--- config.mk ---
export PLATFORM = sky130hd
export DESIGN_NAME = ahb_dbg_arbiter
export DESIGN_NICKNAME = d
export VERILOG_FILES = /design/src/rtl/ahb_dbg_arbiter.sv
export SDC_FILE = /design/constraint.sdc
export NUM_CORES = 1
export LEC_CHECK = 0
export CAP_MARGIN = 20
export CORE_AREA = 2 2 106 108
export CTS_CLUSTER_SIZE = 40
export DETAILED_ROUTE_END_ITERATION = 6
export DIE_AREA = 0 0 108 110
export GPL_ROUTABILITY_DRIVEN = 0
export PLACE_DENSITY = 0.61
export SETUP_SLACK_MARGIN = 0.4
export SYNTH_ARGS = -nofsm -noshare
export SYNTH_HDL_FRONTEND = slang
export SYNTH_SLANG_ARGS = --single-unit
--- constraint.sdc ---
create_clock -name clk -period 3.3 [get_ports clk]
set_input_delay 0.66 -clock clk [delete_from_list [all_inputs] [get_ports clk]]
set_output_delay 0.66 -clock clk [all_outputs]
set_load 0.005 [all_outputs]
--- src/rtl/ahb_dbg_arbiter.sv ---
// Two-master AHB arbiter and bus mux: shares one slave port between the UART debugger (M0)
// and the core (M1), never splitting bursts or locked sequences, with a debugger fairness limit.
module ahb_dbg_arbiter #(
   parameter int DBG_MAX_XFERS = 16
) (
   input  logic        clk,
   input  logic        Rst,
   input  logic        M0_HBUSREQ,
   input  logic        M1_HBUSREQ,
   input  logic        M0_HLOCK,
   input  logic        M1_HLOCK,
   input  logic [1:0]  M0_HTRANS,
   input  logic [31:0] M0_HADDR,
   input  logic        M0_HWRITE,
   input  logic [2:0]  M0_HSIZE,
   input  logic [2:0]  M0_HBURST,
   input  logic [31:0] M0_HWDATA,
   input  logic [3:0]  M0_HPROT,
   input  logic [1:0]  M1_HTRANS,
   input  logic [31:0] M1_HADDR,
   input  logic        M1_HWRITE,
   input  logic [2:0]  M1_HSIZE,
   input  logic [2:0]  M1_HBURST,
   input  logic [31:0] M1_HWDATA,
   input  logic [3:0]  M1_HPROT,
   output logic        M0_HGRANT,
   output logic        M1_HGRANT,
   output logic [1:0]  HTRANS,
   output logic [31:0] HADDR,
   output logic        HWRITE,
   output logic [2:0]  HSIZE,
   output logic [2:0]  HBURST,
   output logic [3:0]  HPROT,
   output logic [31:0] HWDATA,
   output logic        HMASTER,
   output logic        HMASTLOCK,
   input  logic        HREADY,
   input  logic [31:0] HRDATA,
   input  logic [1:0]  HRESP
);

   localparam int RUN_W = $clog2(DBG_MAX_XFERS + 1);
   localparam logic [RUN_W-1:0] RUN_MAX  = RUN_W'(DBG_MAX_XFERS);
   localparam logic [RUN_W-1:0] RUN_LAST = RUN_W'(DBG_MAX_XFERS - 1);

   localparam logic [1:0] TRANS_IDLE   = 2'b00;
   localparam logic [1:0] TRANS_NONSEQ = 2'b10;
   localparam logic [1:0] TRANS_SEQ    = 2'b11;
   localparam logic [2:0] BURST_INCR   = 3'b001;

   logic             grant;
   logic             addr_owner;
   logic             data_owner;
   logic [3:0]       beats_left;
   logic             locked;
   logic [RUN_W-1:0] dbg_run;
   logic             core_prio;

   logic [3:0] len_m1;
   logic [3:0] beats_nxt;
   logic       locked_nxt;
   logic       incr_active;
   logic       m0_accept;
   logic       prio_hit;
   logic       arb_point;
   logic       winner;
   logic       unused_slave_rsp;

   assign HTRANS    = addr_owner ? M1_HTRANS : M0_HTRANS;
   assign HADDR     = addr_owner ? M1_HADDR  : M0_HADDR;
   assign HWRITE    = addr_owner ? M1_HWRITE : M0_HWRITE;
   assign HSIZE     = addr_owner ? M1_HSIZE  : M0_HSIZE;
   assign HBURST    = addr_owner ? M1_HBURST : M0_HBURST;
   assign HPROT     = addr_owner ? M1_HPROT  : M0_HPROT;
   assign HMASTLOCK = addr_owner ? M1_HLOCK  : M0_HLOCK;
   assign HWDATA    = data_owner ? M1_HWDATA : M0_HWDATA;
   assign HMASTER   = addr_owner;
   assign M0_HGRANT = ~grant;
   assign M1_HGRANT = grant;

   assign unused_slave_rsp = ^{HRDATA, HRESP};

   // Post-acceptance burst and lock state decide whether this cycle may hand the bus over
   always_comb begin
      len_m1     = 4'd0;
      beats_nxt  = beats_left;
      locked_nxt = locked;
      case (HBURST)
         3'b010, 3'b011: len_m1 = 4'd3;
         3'b100, 3'b101: len_m1 = 4'd7;
         3'b110, 3'b111: len_m1 = 4'd15;
         default:        len_m1 = 4'd0;
      endcase
      if (HREADY) begin
         if (HTRANS == TRANS_IDLE) begin
            beats_nxt = 4'd0;
            if (!HMASTLOCK) locked_nxt = 1'b0;
         end else if (HTRANS == TRANS_NONSEQ) begin
            beats_nxt  = len_m1;
            locked_nxt = HMASTLOCK;
         end else if (HTRANS == TRANS_SEQ && beats_left != 4'd0) begin
            beats_nxt = beats_left - 4'd1;
         end
      end
   end

   assign incr_active = (HBURST == BURST_INCR) && (HTRANS != TRANS_IDLE);
   assign arb_point   = HREADY && !locked_nxt && (beats_nxt == 4'd0) && !incr_active;
   assign m0_accept   = HREADY && HTRANS[1] && !addr_owner;
   assign prio_hit    = m0_accept && M1_HBUSREQ && !grant && (dbg_run == RUN_LAST);

   // The transfer that exhausts the debugger's run already hands priority to the core
   always_comb begin
      if ((core_prio || prio_hit) && M1_HBUSREQ) winner = 1'b1;
      else if (M0_HBUSREQ)                       winner = 1'b0;
      else                                       winner = 1'b1;
   end

   always_ff @(posedge clk) begin
      if (Rst) begin
         grant      <= 1'b1;
         addr_owner <= 1'b1;
         data_owner <= 1'b1;
         beats_left <= 4'd0;
         locked     <= 1'b0;
         dbg_run    <= '0;
         core_prio  <= 1'b0;
      end else begin
         if (arb_point) grant <= winner;
         if (HREADY) begin
            addr_owner <= grant;
            data_owner <= addr_owner;
         end
         beats_left <= beats_nxt;
         locked     <= locked_nxt;
         if (!M1_HBUSREQ || grant) dbg_run <= '0;
         else if (m0_accept && dbg_run != RUN_MAX) dbg_run <= dbg_run + RUN_W'(1);
         core_prio <= (core_prio || prio_hit) && !grant;
      end
   end

endmodule

==> results of run 1 <==
cells by family after synthesis:
logic type	after synthesis
compound gates	23
xor+xnor	4
fa+ha+maj	4
buf+inv	24
flops	14
mux	80
simple gates	40
layer usage:
| metal | GRT usage, % | part of all wire [%] | routed length, um | vias up |
|---|---|---|---|---|
| met4 | 2.564 | 1.3 | 106 | 0 |
| li1 | - | - | - | 1165 |
| met5 | 0 | 0 | 0 | - |
| met3 | 3.175 | 7.6 | 631 | 12 |
| met1 | 14.20 | 36 | 2994 | 1065 |
| met2 | 23.67 | 55 | 4550 | 102 |
stage by stage:
step	total power [W]	setup WS (ns)	utilization, %
after detailed placement	0.0007465	0.5719	40.22
after global placement	0.0007415	0.5813	40.22
after global routing	0.0009699	0.4801	40.74
after CTS	0.0009191	0.5734	40.74
final	0.0009065	0.5800	40.74
after floorplan	0.0003660	1.248	-
worst max-delay path by stage:
stage                         start  slack (ns)   endpoint
6_report               M0_HTRANS[1]        0.58  HTRANS[1]
5_1_grt                M0_HTRANS[1]        0.48  HTRANS[1]
4_1_cts                M0_HTRANS[1]        0.57  HTRANS[1]
3_5_place_dp           M0_HTRANS[1]        0.57  HTRANS[1]
3_3_place_gp           M0_HTRANS[1]        0.58  HTRANS[1]
2_1_floorplan  HMASTER$_SDFFE_PP1P_        1.25   HADDR[0]
power groups by stage:
| stage | clock network, W | logic (W) | registers [W] |
|---|---|---|---|
| 2_1_floorplan | 0 | 0.000182 | 0.000184 |
| 3_3_place_gp | 0 | 0.000552 | 0.000189 |
| 3_5_place_dp | 0 | 0.000557 | 0.000190 |
| 4_1_cts | 0.000172 | 0.000561 | 0.000186 |
| 5_1_grt | 0.000187 | 0.000596 | 0.000187 |
| 6_report | 0.000166 | 0.000555 | 0.000186 |
synthesized netlist by cell type:
| cell | n | area (sq um) |
|---|---|---|
| sky130_fd_sc_hd__mux2_2 | 74 | 833.3 |
| sky130_fd_sc_hd__nor2_1 | 17 | 63.81 |
| sky130_fd_sc_hd__dfxtp_1 | 14 | 280.3 |
| sky130_fd_sc_hd__inv_1 | 10 | 37.54 |
| sky130_fd_sc_hd__nand2_1 | 7 | 26.28 |
| sky130_fd_sc_hd__a21oi_1 | 5 | 25.02 |
| sky130_fd_sc_hd__clkbuf_1 | 5 | 18.77 |
| sky130_fd_sc_hd__buf_1 | 4 | 15.01 |
| sky130_fd_sc_hd__ha_1 | 4 | 50.05 |
| sky130_fd_sc_hd__mux2i_1 | 4 | 40.04 |
| sky130_fd_sc_hd__nor3_1 | 4 | 20.02 |
| sky130_fd_sc_hd__nand4_1 | 3 | 18.77 |
| sky130_fd_sc_hd__o21ai_0 | 3 | 15.01 |
| sky130_fd_sc_hd__a31oi_1 | 2 | 12.51 |
| sky130_fd_sc_hd__buf_2 | 2 | 10.01 |
| sky130_fd_sc_hd__nand2b_1 | 2 | 12.51 |
| sky130_fd_sc_hd__nand3b_1 | 2 | 15.01 |
| sky130_fd_sc_hd__xnor2_1 | 2 | 17.52 |
| sky130_fd_sc_hd__xor2_1 | 2 | 17.52 |
| sky130_fd_sc_hd__a211o_1 | 1 | 8.760 |
| sky130_fd_sc_hd__a211oi_1 | 1 | 7.510 |
| sky130_fd_sc_hd__a221oi_1 | 1 | 8.760 |
| sky130_fd_sc_hd__a22o_1 | 1 | 8.760 |
| sky130_fd_sc_hd__a31o_2 | 1 | 8.760 |
| sky130_fd_sc_hd__a32oi_2 | 1 | 16.27 |
| sky130_fd_sc_hd__and3_1 | 1 | 6.260 |
| sky130_fd_sc_hd__buf_6 | 1 | 11.26 |
| sky130_fd_sc_hd__clkinv_2 | 1 | 5.000 |
| sky130_fd_sc_hd__inv_2 | 1 | 3.750 |
| sky130_fd_sc_hd__mux2i_2 | 1 | 13.76 |
| sky130_fd_sc_hd__mux2i_4 | 1 | 22.52 |
| sky130_fd_sc_hd__nand3_1 | 1 | 5.000 |
| sky130_fd_sc_hd__nor2b_1 | 1 | 6.260 |
| sky130_fd_sc_hd__nor3b_1 | 1 | 7.510 |
| sky130_fd_sc_hd__o2111a_1 | 1 | 11.26 |
| sky130_fd_sc_hd__o21a_1 | 1 | 7.510 |
| sky130_fd_sc_hd__o221ai_1 | 1 | 8.760 |
| sky130_fd_sc_hd__o22ai_1 | 1 | 6.260 |
| sky130_fd_sc_hd__o31ai_1 | 1 | 7.510 |
| sky130_fd_sc_hd__o32ai_1 | 1 | 8.760 |
| sky130_fd_sc_hd__o41ai_1 | 1 | 8.760 |
| sky130_fd_sc_hd__or3_1 | 1 | 6.260 |
state kept, by name (all words and copies together) (netlist names):
signal and flops:
HMASTER 1, beats_left 4, locked 1, M1_HGRANT 1, data_owner 1, core_prio 1, dbg_run 5
final cells by class:
class / count / share of cell area, %
Timing Repair Buffer: 244 / 56.16
Multi-Input combinational cell: 151 / 31.04
Sequential cell: 14 / 6.460
Tap cell: 140 / 4.020
Clock buffer: 4 / 1.263
Inverter: 12 / 1.062
tightest hold or removal path, stage by stage, from the launching register on:
cell and delay [ns]:
sky130_fd_sc_hd__dfxtp_1 0.32, sky130_fd_sc_hd__nand2_1 0.06, sky130_fd_sc_hd__a21oi_1 0.06
==> results.md, run 1 <==
* Internal power summed over all cells at 0.0006823 W
* Most common cell after layout, fill and taps aside: sky130_fd_sc_hd__clkdlybuf4s50_1
* Worst reg2reg setup slack at 1.21 ns
* Number of buffers created by CTS at 3
* Synthesized-area fraction occupied by xor and xnor cells at 2.020%
* Cell chosen for the clock root: sky130_fd_sc_hd__clkbuf_8
* Commonest cells after routing, fill and taps aside: 241 x sky130_fd_sc_hd__clkdlybuf4s50_1, 74 x sky130_fd_sc_hd__mux2_2, 17 x sky130_fd_sc_hd__nor2_1
* Maximum number of buffers from clock root to sink at 2
* Worst R2R Start: HMASTER$_SDFFE_PP1P_
* Timing-limited maximum frequency at 367.6 MHz
* Register area share after synthesis at 16.16%
* Net load switching power at 0.0002241 W
* Detailed Place HPWL at 7195 um
* Fin crit share at 82.43%
* Critical Path Most Common Cell: sky130_fd_sc_hd__clkdlybuf4s50_1
* Number of flip-flops and latches in the synthesized netlist at 14
* Portion of netlist area occupied by mux cells at 52.45%
* Die Y at 110 um
* Data arrival time of the critical path at 2.06 ns
* Number of warnings printed during yosys synthesis at 0
* Clock tree from TritonCTS: built
* Number of levels the H-tree was split into at 1
* Number of buffers added to fix hold violations after cts at 0
* Die Span X at 108 um
* Post-cts sizing count at 0
* Maximum number of pins on one net before global-route repair at 33
* Area Overhead vs Synth at 151.3%
* Number of post-CTS setup repair buffers at 0
* Worst Setup Path Type: input port to output pin
* Hold violation count in the final report at 0
* Vias in the first global route at 2479
* Buffers & Inverters on Critical Path at 3
* I/O Buffers at 241
* Slew Viols, Final at 0
* Crit path launch type: input port
* Total power divided by cell area at 208.0 nW/um^2
* Die footprint at 11880 sq um
* First-pass GRT wire length at 12020 um
* Register area at 281.5 sq um
* Combinational family with the most area after synthesis: multiplexers
* Hold Path Origin: beats_left[0]$_SDFF_PP0_
* Final hold slack at 0.4810 ns
* Clk pwr share at 18.3%
* Final Setup Violations at 0
* Final std cell area, no fill at 4358 sq um
* Distinct cell type count of the synthesized netlist at 42
* Type of the tightest min-delay check: flop to flop
* Slew at the pin closest to its max-slew limit at 0.4361 ns
* Fraction of the mapped netlist area in compound gates at 9.812%
* Reported leakage power at 1.642 nW
* Slowest CP cell: sky130_fd_sc_hd__clkdlybuf4s50_1
* Reg power frac at 20.5%
* Std-Cell Rows at 38
* Required time of the critical path at 2.64 ns
* Fin Clk Skew at 0.0009529 ns
* Synthesized netlist cell count at 189
* Critical path cell sequence: clkdlybuf4s50_1 > mux2i_2 > inv_2 > clkdlybuf4s50_1
* Synth Area in Simple Gates at 10.82%
* Unrepaired setup endpoints after global routing: false
* Tmin final at 2.720 ns
* Kind of capture point of the worst setup path: output pin
* Endpoint of the worst hold-timing path: beats_left[0]$_SDFF_PP0_
* Top-level I/O count at 276
* Antenna violations before repair at 0
* Clock Pin Slew Worst Setup and Hold Paths at 0.06 ns
* Effective utilization at floorplan at 16.21%
* Outcome: finished, final reports clean
* Net total in the final layout at 625
* DRT antenna net count at 0
* Combined area of all synthesized cells at 1734 sq um
* Cell type group with the largest total delay on the critical path: buffers and inverters
* Mean Syn Cell Area at 9.175 sq um
* Portion of total power attributed to combinational logic at 61.2%
* Worst Hold Path Cells at 2
* Switching power share of the total at 24.73%
* Total Routed Length at 8282 um
* Worst slew margin relative to its limit at 70.83%
* Total global routing overflow at 0
* Count of inserted antenna diode cells at 0
* Top fanout value on the critical path at 7
* Number of standard cells in the layout, taps in and fillers out at 565
* Skew-Pair Late Insertion Delay at 0.24 ns
* Setup_tns at 0 ns
* Net count of the mapped netlist at 388
* DRT iter0 DRCs at 47
* Standard cell area after detailed placement at 4303 sq um
* Worst IR drop on VDD at 126.8 uV
* Routed vias at 2344
* Length of the first detailed-routing pass in iterations at 4
* Num Clock Sinks at 14
* Area taken by multi-input logic gates at 1353 sq um
* End of the worst register-to-register path: M1_HGRANT$_SDFFE_PP1P_
* Adder-Cell Fraction of Synth Area at 2.886%
* Drc violations at 0
* Vias per inst at 4.149
* Routed wirelength normalized by instance count at 14.66 um
* Inst Count DP at 561
* Core Region at 10700 sq um
* Maximum cell stage delay along the critical path at 0.48 ns
* Maxcap violations at 0
* Stages on the worst setup path at 4
* Fraction of final layout cells with drive strength greater than 1 at 20.71%
* Filler Cell Count at 1046
* Number of cell instances on the worst register-to-register path at 7
* Overall routing resource usage at 12.52%
No activity file was read; power rests on OpenSTA's default activity.
==> run 2: changes to the inputs <==
--- a/config.mk
+++ b/config.mk
@@ -6,12 +6,12 @@
 export NUM_CORES = 1
 export LEC_CHECK = 0
 export CAP_MARGIN = 20
-export CORE_AREA = 2 2 106 108
+export CORE_AREA = 2 2 107 109
 export CTS_CLUSTER_SIZE = 40
 export DETAILED_ROUTE_END_ITERATION = 6
-export DIE_AREA = 0 0 108 110
+export DIE_AREA = 0 0 109 111
 export GPL_ROUTABILITY_DRIVEN = 0
-export PLACE_DENSITY = 0.61
+export PLACE_DENSITY = 0.6
 export SETUP_SLACK_MARGIN = 0.4
 export SYNTH_ARGS = -nofsm -noshare
 export SYNTH_HDL_FRONTEND = slang
==> constraint.sdc (replaced) <==
create_clock -name clk -period 2.7 [get_ports clk]
set_input_delay 0.54 -clock clk [delete_from_list [all_inputs] [get_ports clk]]
set_output_delay 0.54 -clock clk [all_outputs]
set_load 0.005 [all_outputs]
==> run 2 against run 1 <==
Effect of this change:
- first-iteration DRC count grew 91%
- sequential power grew 22%
- routed wire length grew 15%
- largest power group unchanged
==> results.md, run 2 (same netlist as run 1, synthesis figures left out) <==
* Area Overhead vs Synth at 158.8%
* Required time of the critical path at 2.16 ns
* Worst slew margin relative to its limit at 70.09%
* Std-Cell Rows at 39
* Fin Clk Skew at 0.0003932 ns
* Top-level I/O count at 276
* Hold violation count in the final report at 0
* DRT antenna net count at 0
* Drc violations at 0
* Fin crit share at 84.34%
* Crit path launch type: input port
* Detailed Place HPWL at 8110 um
* Die Y at 111 um
* Commonest cells after routing, fill and taps aside: 231 x sky130_fd_sc_hd__clkdlybuf4s50_1, 74 x sky130_fd_sc_hd__mux2_2, 17 x sky130_fd_sc_hd__nor2_1
* Unrepaired setup endpoints after global routing: true
* Total Routed Length at 9514 um
* Data arrival time of the critical path at 1.74 ns
* Routed wirelength normalized by instance count at 16.57 um
* Largest reg by FF count: dbg_run
* Final Setup Violations at 0
* Largest registers: dbg_run: 5 flops, beats_left: 4 flops
* First-pass GRT wire length at 13170 um
* Number of buffers created by CTS at 3
* Effective utilization at floorplan at 15.66%
* Vias in the first global route at 2332
* Type of the tightest min-delay check: flop to flop
* Routed vias at 2406
* Die footprint at 12100 sq um
* Maxcap violations at 0
* Critical Path Most Common Cell: sky130_fd_sc_hd__clkdlybuf4s50_1
* Die Span X at 109 um
* Number of levels the H-tree was split into at 1
* Maximum number of buffers from clock root to sink at 2
* Antenna violations before repair at 0
* Fraction of final layout cells with drive strength greater than 1 at 22.27%
* Timing-limited maximum frequency at 439.1 MHz
* Number of flip-flops under the largest register name at 5
* I/O Buffers at 241
* Final hold slack at 0.4783 ns
* DRT iter0 DRCs at 90
* Reported leakage power at 1.735 nW
* Clock tree from TritonCTS: built
* Worst Setup Path Type: input port to output pin
* Slowest CP cell: sky130_fd_sc_hd__clkdlybuf4s50_1
* Length of the first detailed-routing pass in iterations at 4
* Top fanout value on the critical path at 3
* Setup_tns at 0 ns
* Outcome: finished, final reports clean
* Slew Viols, Final at 0
* Total power divided by cell area at 267.8 nW/um^2
* Tmin final at 2.277 ns
* Worst IR drop on VDD at 177.0 uV
* Maximum cell stage delay along the critical path at 0.54 ns
* Total global routing overflow at 0
* Kind of capture point of the worst setup path: output pin
* Vias per inst at 4.192
* Slew at the pin closest to its max-slew limit at 0.4466 ns
* Critical path cell sequence: clkdlybuf4s50_1 > mux2i_4 > inv_2 > clkdlybuf4s50_1
* Clock Pin Slew Worst Setup and Hold Paths at 0.04 ns
* Skew-Pair Late Insertion Delay at 0.24 ns
* Maximum number of pins on one net before global-route repair at 33
* Most common cell after layout, fill and taps aside: sky130_fd_sc_hd__clkdlybuf4s50_1
* Num Clock Sinks at 14
* Cell chosen for the clock root: sky130_fd_sc_hd__clkbuf_16
* Net total in the final layout at 632
* Core Region at 11080 sq um
* Overall routing resource usage at 14.25%
* Count of inserted antenna diode cells at 0
* Number of buffers added to fix hold violations after cts at 0
==> run 2: what timing repair did <==
action	4_1_cts	5_1_grt
gates resized for setup	11	7
setup endpoints to repair	77	17
hold endpoints to repair	0	0
setup buffers	4	1
gates cloned	1	0
==> run 2: where the power goes <==
part / switching [W] / total (W) / internal (W)
sequential: 0.00000948 / 0.000226 / 0.000216
combinational: 0.000205 / 0.000708 / 0.000503
clock: 0.0000752 / 0.000268 / 0.000193
total: 0.000290 / 0.00120 / 0.000912
==> run 2: area by class of cell <==
| type | count | area, sq um |
|---|---|---|
| multi-input combinational | 151 | 1369 |
| sequential | 14 | 284.0 |
| timing repair buffer | 251 | 2535 |
| clock buffer | 3 | 75.07 |
| tap | 143 | 178.9 |
| fill | 1110 | 6589 |
| inverter | 12 | 46.29 |
==> run 2: path summary, 6_finish.rpt <==
kind         depth (start not counted)  slack (ns)                        to                     start
min                                  2        0.48  beats_left[0]$_SDFF_PP0_  beats_left[0]$_SDFF_PP0_
max                                  4        0.42                 HTRANS[1]              M1_HTRANS[1]
max reg2reg                          9        0.65    M1_HGRANT$_SDFFE_PP1P_      HMASTER$_SDFFE_PP1P_
min reg2reg                          2        0.48  beats_left[0]$_SDFF_PP0_  beats_left[0]$_SDFF_PP0_
==> run 2: per-layer routing <==
metal  share of wire, %  vias to the layer above  GRT usage, %
met5                  0                        -             0
met4               0.36                        0         1.538
met3                 12                        3         3.645
met2                 48                      133         24.72
met1                 40                     1093         18.11
li1                   -                     1177             -
==> run 2: stage by stage <==
step	total power (W)	cell area, sq um	worst slack, ns	util (%)	cells
2_1_floorplan	0.0004474	1734	0.7679	-	189
3_3_place_gp	0.0009155	4314	0.2536	38.95	565
3_5_place_dp	0.0009215	4314	0.2288	38.95	565
4_1_cts	0.001220	4467	0.4009	40.33	573
5_1_grt	0.001265	4488	0.3707	40.52	574
6_report	0.001202	4488	0.4227	40.52	574
==> run 2: worst max-delay path, delay by kind of cell <==
family / cells / cell delay [ns]
muxes: 1 / 0.10
buffers and inverters: 3 / 1.10
==> run 3: changes to the inputs <==
==> constraint.sdc (replaced) <==
create_clock -name clk -period 2.1 [get_ports clk]
set_input_delay 0.42 -clock clk [delete_from_list [all_inputs] [get_ports clk]]
set_output_delay 0.42 -clock clk [all_outputs]
set_load 0.005 [all_outputs]
==> run 3 against run 2 <==
Effect of this change:
- final cell count up 14%
- combinational power up 88%
- clock skew about the same
- clock-buffer cell count up 1
- setup slack worse by 0.37 ns
- register-to-register slack worse by 0.57 ns
- sequential cell count unchanged
- cell area up 32%
- power up 67%
- via count up 13%
- routed wire length up 15%
- critical endpoint is now HADDR[29]
- highest routed layer unchanged
==> results.md, run 3 (same netlist as run 1, synthesis figures left out) <==
* Drc violations at 0
* Die Y at 111 um
* Worst R2R Start: HMASTER$_SDFFE_PP1P_
* Hold violation count in the final report at 0
* Fin Clk Skew at 0.0006856 ns
* Number of cell instances on the worst register-to-register path at 10
* Clock Pin Slew Worst Setup and Hold Paths at 0.04 ns
* Tmin final at 2.047 ns
* Total global routing overflow at 0
* End-of-flow core utilization at 53.47%
* Routed vias at 2730
* Std-Cell Rows at 39
* Skew-Pair Late Insertion Delay at 0.24 ns
* Final hold slack at 0.4945 ns
* I/O Buffers at 241
* Overall routing resource usage at 15.76%
* Commonest cells after routing, fill and taps aside: 158 x sky130_fd_sc_hd__clkdlybuf4s50_1, 107 x sky130_fd_sc_hd__buf_6, 67 x sky130_fd_sc_hd__mux2_4
* Maximum number of pins on one net before global-route repair at 12
* Largest reg by FF count: dbg_run
* Crit path launch type: flop
* Unrepaired setup endpoints after global routing: true
* Maxcap violations at 0
* Worst reg2reg setup slack at 0.08 ns
* DRT iter0 DRCs at 88
* Timing-limited maximum frequency at 488.6 MHz
* Maximum number of buffers from clock root to sink at 2
* Type of the tightest min-delay check: flop to flop
* DRT antenna net count at 0
* Worst slew margin relative to its limit at 78.50%
* Number of flip-flops under the largest register name at 5
* Reported leakage power at 2.766 nW
* Most common cell after layout, fill and taps aside: sky130_fd_sc_hd__clkdlybuf4s50_1
* Required time of the critical path at 1.68 ns
* Core Region at 11080 sq um
* Number of levels the H-tree was split into at 1
* Slew at the pin closest to its max-slew limit at 0.3211 ns
* Die footprint at 12100 sq um
* Die Span X at 109 um
* First-pass GRT wire length at 14980 um
* Worst Setup Path Type: flop to output pin
* Net total in the final layout at 710
* Total Routed Length at 10940 um
* Final Setup Violations at 0
* End of the worst register-to-register path: M1_HGRANT$_SDFFE_PP1P_
* Endpoint of the worst hold-timing path: beats_left[0]$_SDFF_PP0_
* Detailed Place HPWL at 7394 um
* Slew Viols, Final at 0
* Data arrival time of the critical path at 1.63 ns
* Clock tree from TritonCTS: built
* Fin crit share at 97.46%
* Effective utilization at floorplan at 15.66%
* Vias per inst at 4.181
* Area Overhead vs Synth at 241.6%
* Worst Hold Path Cells at 2
* Antenna violations before repair at 0
* Top fanout value on the critical path at 5
* Largest registers: dbg_run: 5 flops, beats_left: 4 flops
* Top-level I/O count at 276
* Outcome: finished, final reports clean
* Fraction of final layout cells with drive strength greater than 1 at 53.53%
* Kind of capture point of the worst setup path: output pin
* Num Clock Sinks at 14
* Length of the first detailed-routing pass in iterations at 4
* Hold Path Origin: beats_left[0]$_SDFF_PP0_
* Routed wirelength normalized by instance count at 16.76 um
* Total power divided by cell area at 339.7 nW/um^2
* Count of inserted antenna diode cells at 0
* Cell chosen for the clock root: sky130_fd_sc_hd__clkbuf_16
* Vias in the first global route at 2778
* Worst IR drop on VDD at 301.0 uV
* Number of buffers created by CTS at 3
## run 3: cell types whose count changed in the layout (fill, tap and decap cells not counted), sizes merged
cell / change
clkbuf: +4
dlygate4sd2: -2
clkdlybuf4s50: -73
buf: +153
dlymetal6s2s: -3
inv: +1
clkinv: -1
## run 3: repair_timing
| action | CTS | global route |
|---|---|---|
| cloned | 7 | 1 |
| hold buffers | 0 | 0 |
| buffers inserted | 43 | 17 |
| gates resized for setup | 346 | 173 |
| pin swaps | 9 | 9 |
| endpoints found under the setup margin | 85 | 88 |
## run 3: critical path, stage by stage (launching register included)
cell                      delay, ns
sky130_fd_sc_hd__dfxtp_4       0.35
sky130_fd_sc_hd__buf_6         0.13
sky130_fd_sc_hd__buf_4         0.13
sky130_fd_sc_hd__buf_6         0.10
sky130_fd_sc_hd__buf_6         0.12
sky130_fd_sc_hd__buf_16        0.13
sky130_fd_sc_hd__mux2_4        0.30
sky130_fd_sc_hd__buf_6         0.12
## run 3: worst max-delay path by stage
stage,from,endpoint,cells after the start
after detailed placement,M0_HTRANS[0],M1_HGRANT$_SDFFE_PP1P_,8
after global placement,M0_HTRANS[1],M1_HGRANT$_SDFFE_PP1P_,8
after CTS,HMASTER$_SDFFE_PP1P_,M1_HGRANT$_SDFFE_PP1P_,10
final,HMASTER$_SDFFE_PP1P_,HADDR[29],7
after global routing,HMASTER$_SDFFE_PP1P_,M1_HGRANT$_SDFFE_PP1P_,10
after floorplan,HMASTER$_SDFFE_PP1P_,M1_HGRANT$_SDFFE_PP1P_,8
## run 3: power by group
part	switching [W]	leakage [nW]	internal (W)	total (W)
combinational	0.000393	2.61	0.000939	0.00133
clock	0.000101	0.0442	0.000288	0.000388
sequential	0.0000139	0.114	0.000278	0.000291
## run 3: final cells by class
class / instances / area [sq um]
Clock buffer: 4 / 88.84
Inverter: 12 / 52.55
Fill cell: 980 / 5154
Timing Repair Buffer: 329 / 3577
Sequential cell: 14 / 287.8
Tap cell: 143 / 178.9
Multi-Input combinational cell: 151 / 1738
## run 3: routing by layer
metal | share of wire [%] | wire length [um] | up-vias | global-route usage [%]
met3 | 6.5 | 710 | 10 | 2.704
met5 | 0 | 0 | - | 0
met4 | 0.99 | 108 | 0 | 2.821
met1 | 38 | 4161 | 1296 | 18.60
met2 | 54 | 5962 | 92 | 29.40
li1 | - | - | 1332 | -
## run 3: per-stage QoR
step                      setup slack [ns]  cell area, sq um  setup TNS, ns  cells  total power, W
after detailed placement           -0.1094              4472        -0.1899    581        0.001218
after CTS                          0.09246              5223              0    635        0.001789
after global routing              -0.01147              5923       -0.01147    653        0.002099
final                              0.05344              5923              0    653        0.002012
after floorplan                     0.3819              1740              0    189       0.0005767
after global placement             -0.1046              4472        -0.1699    581        0.001209
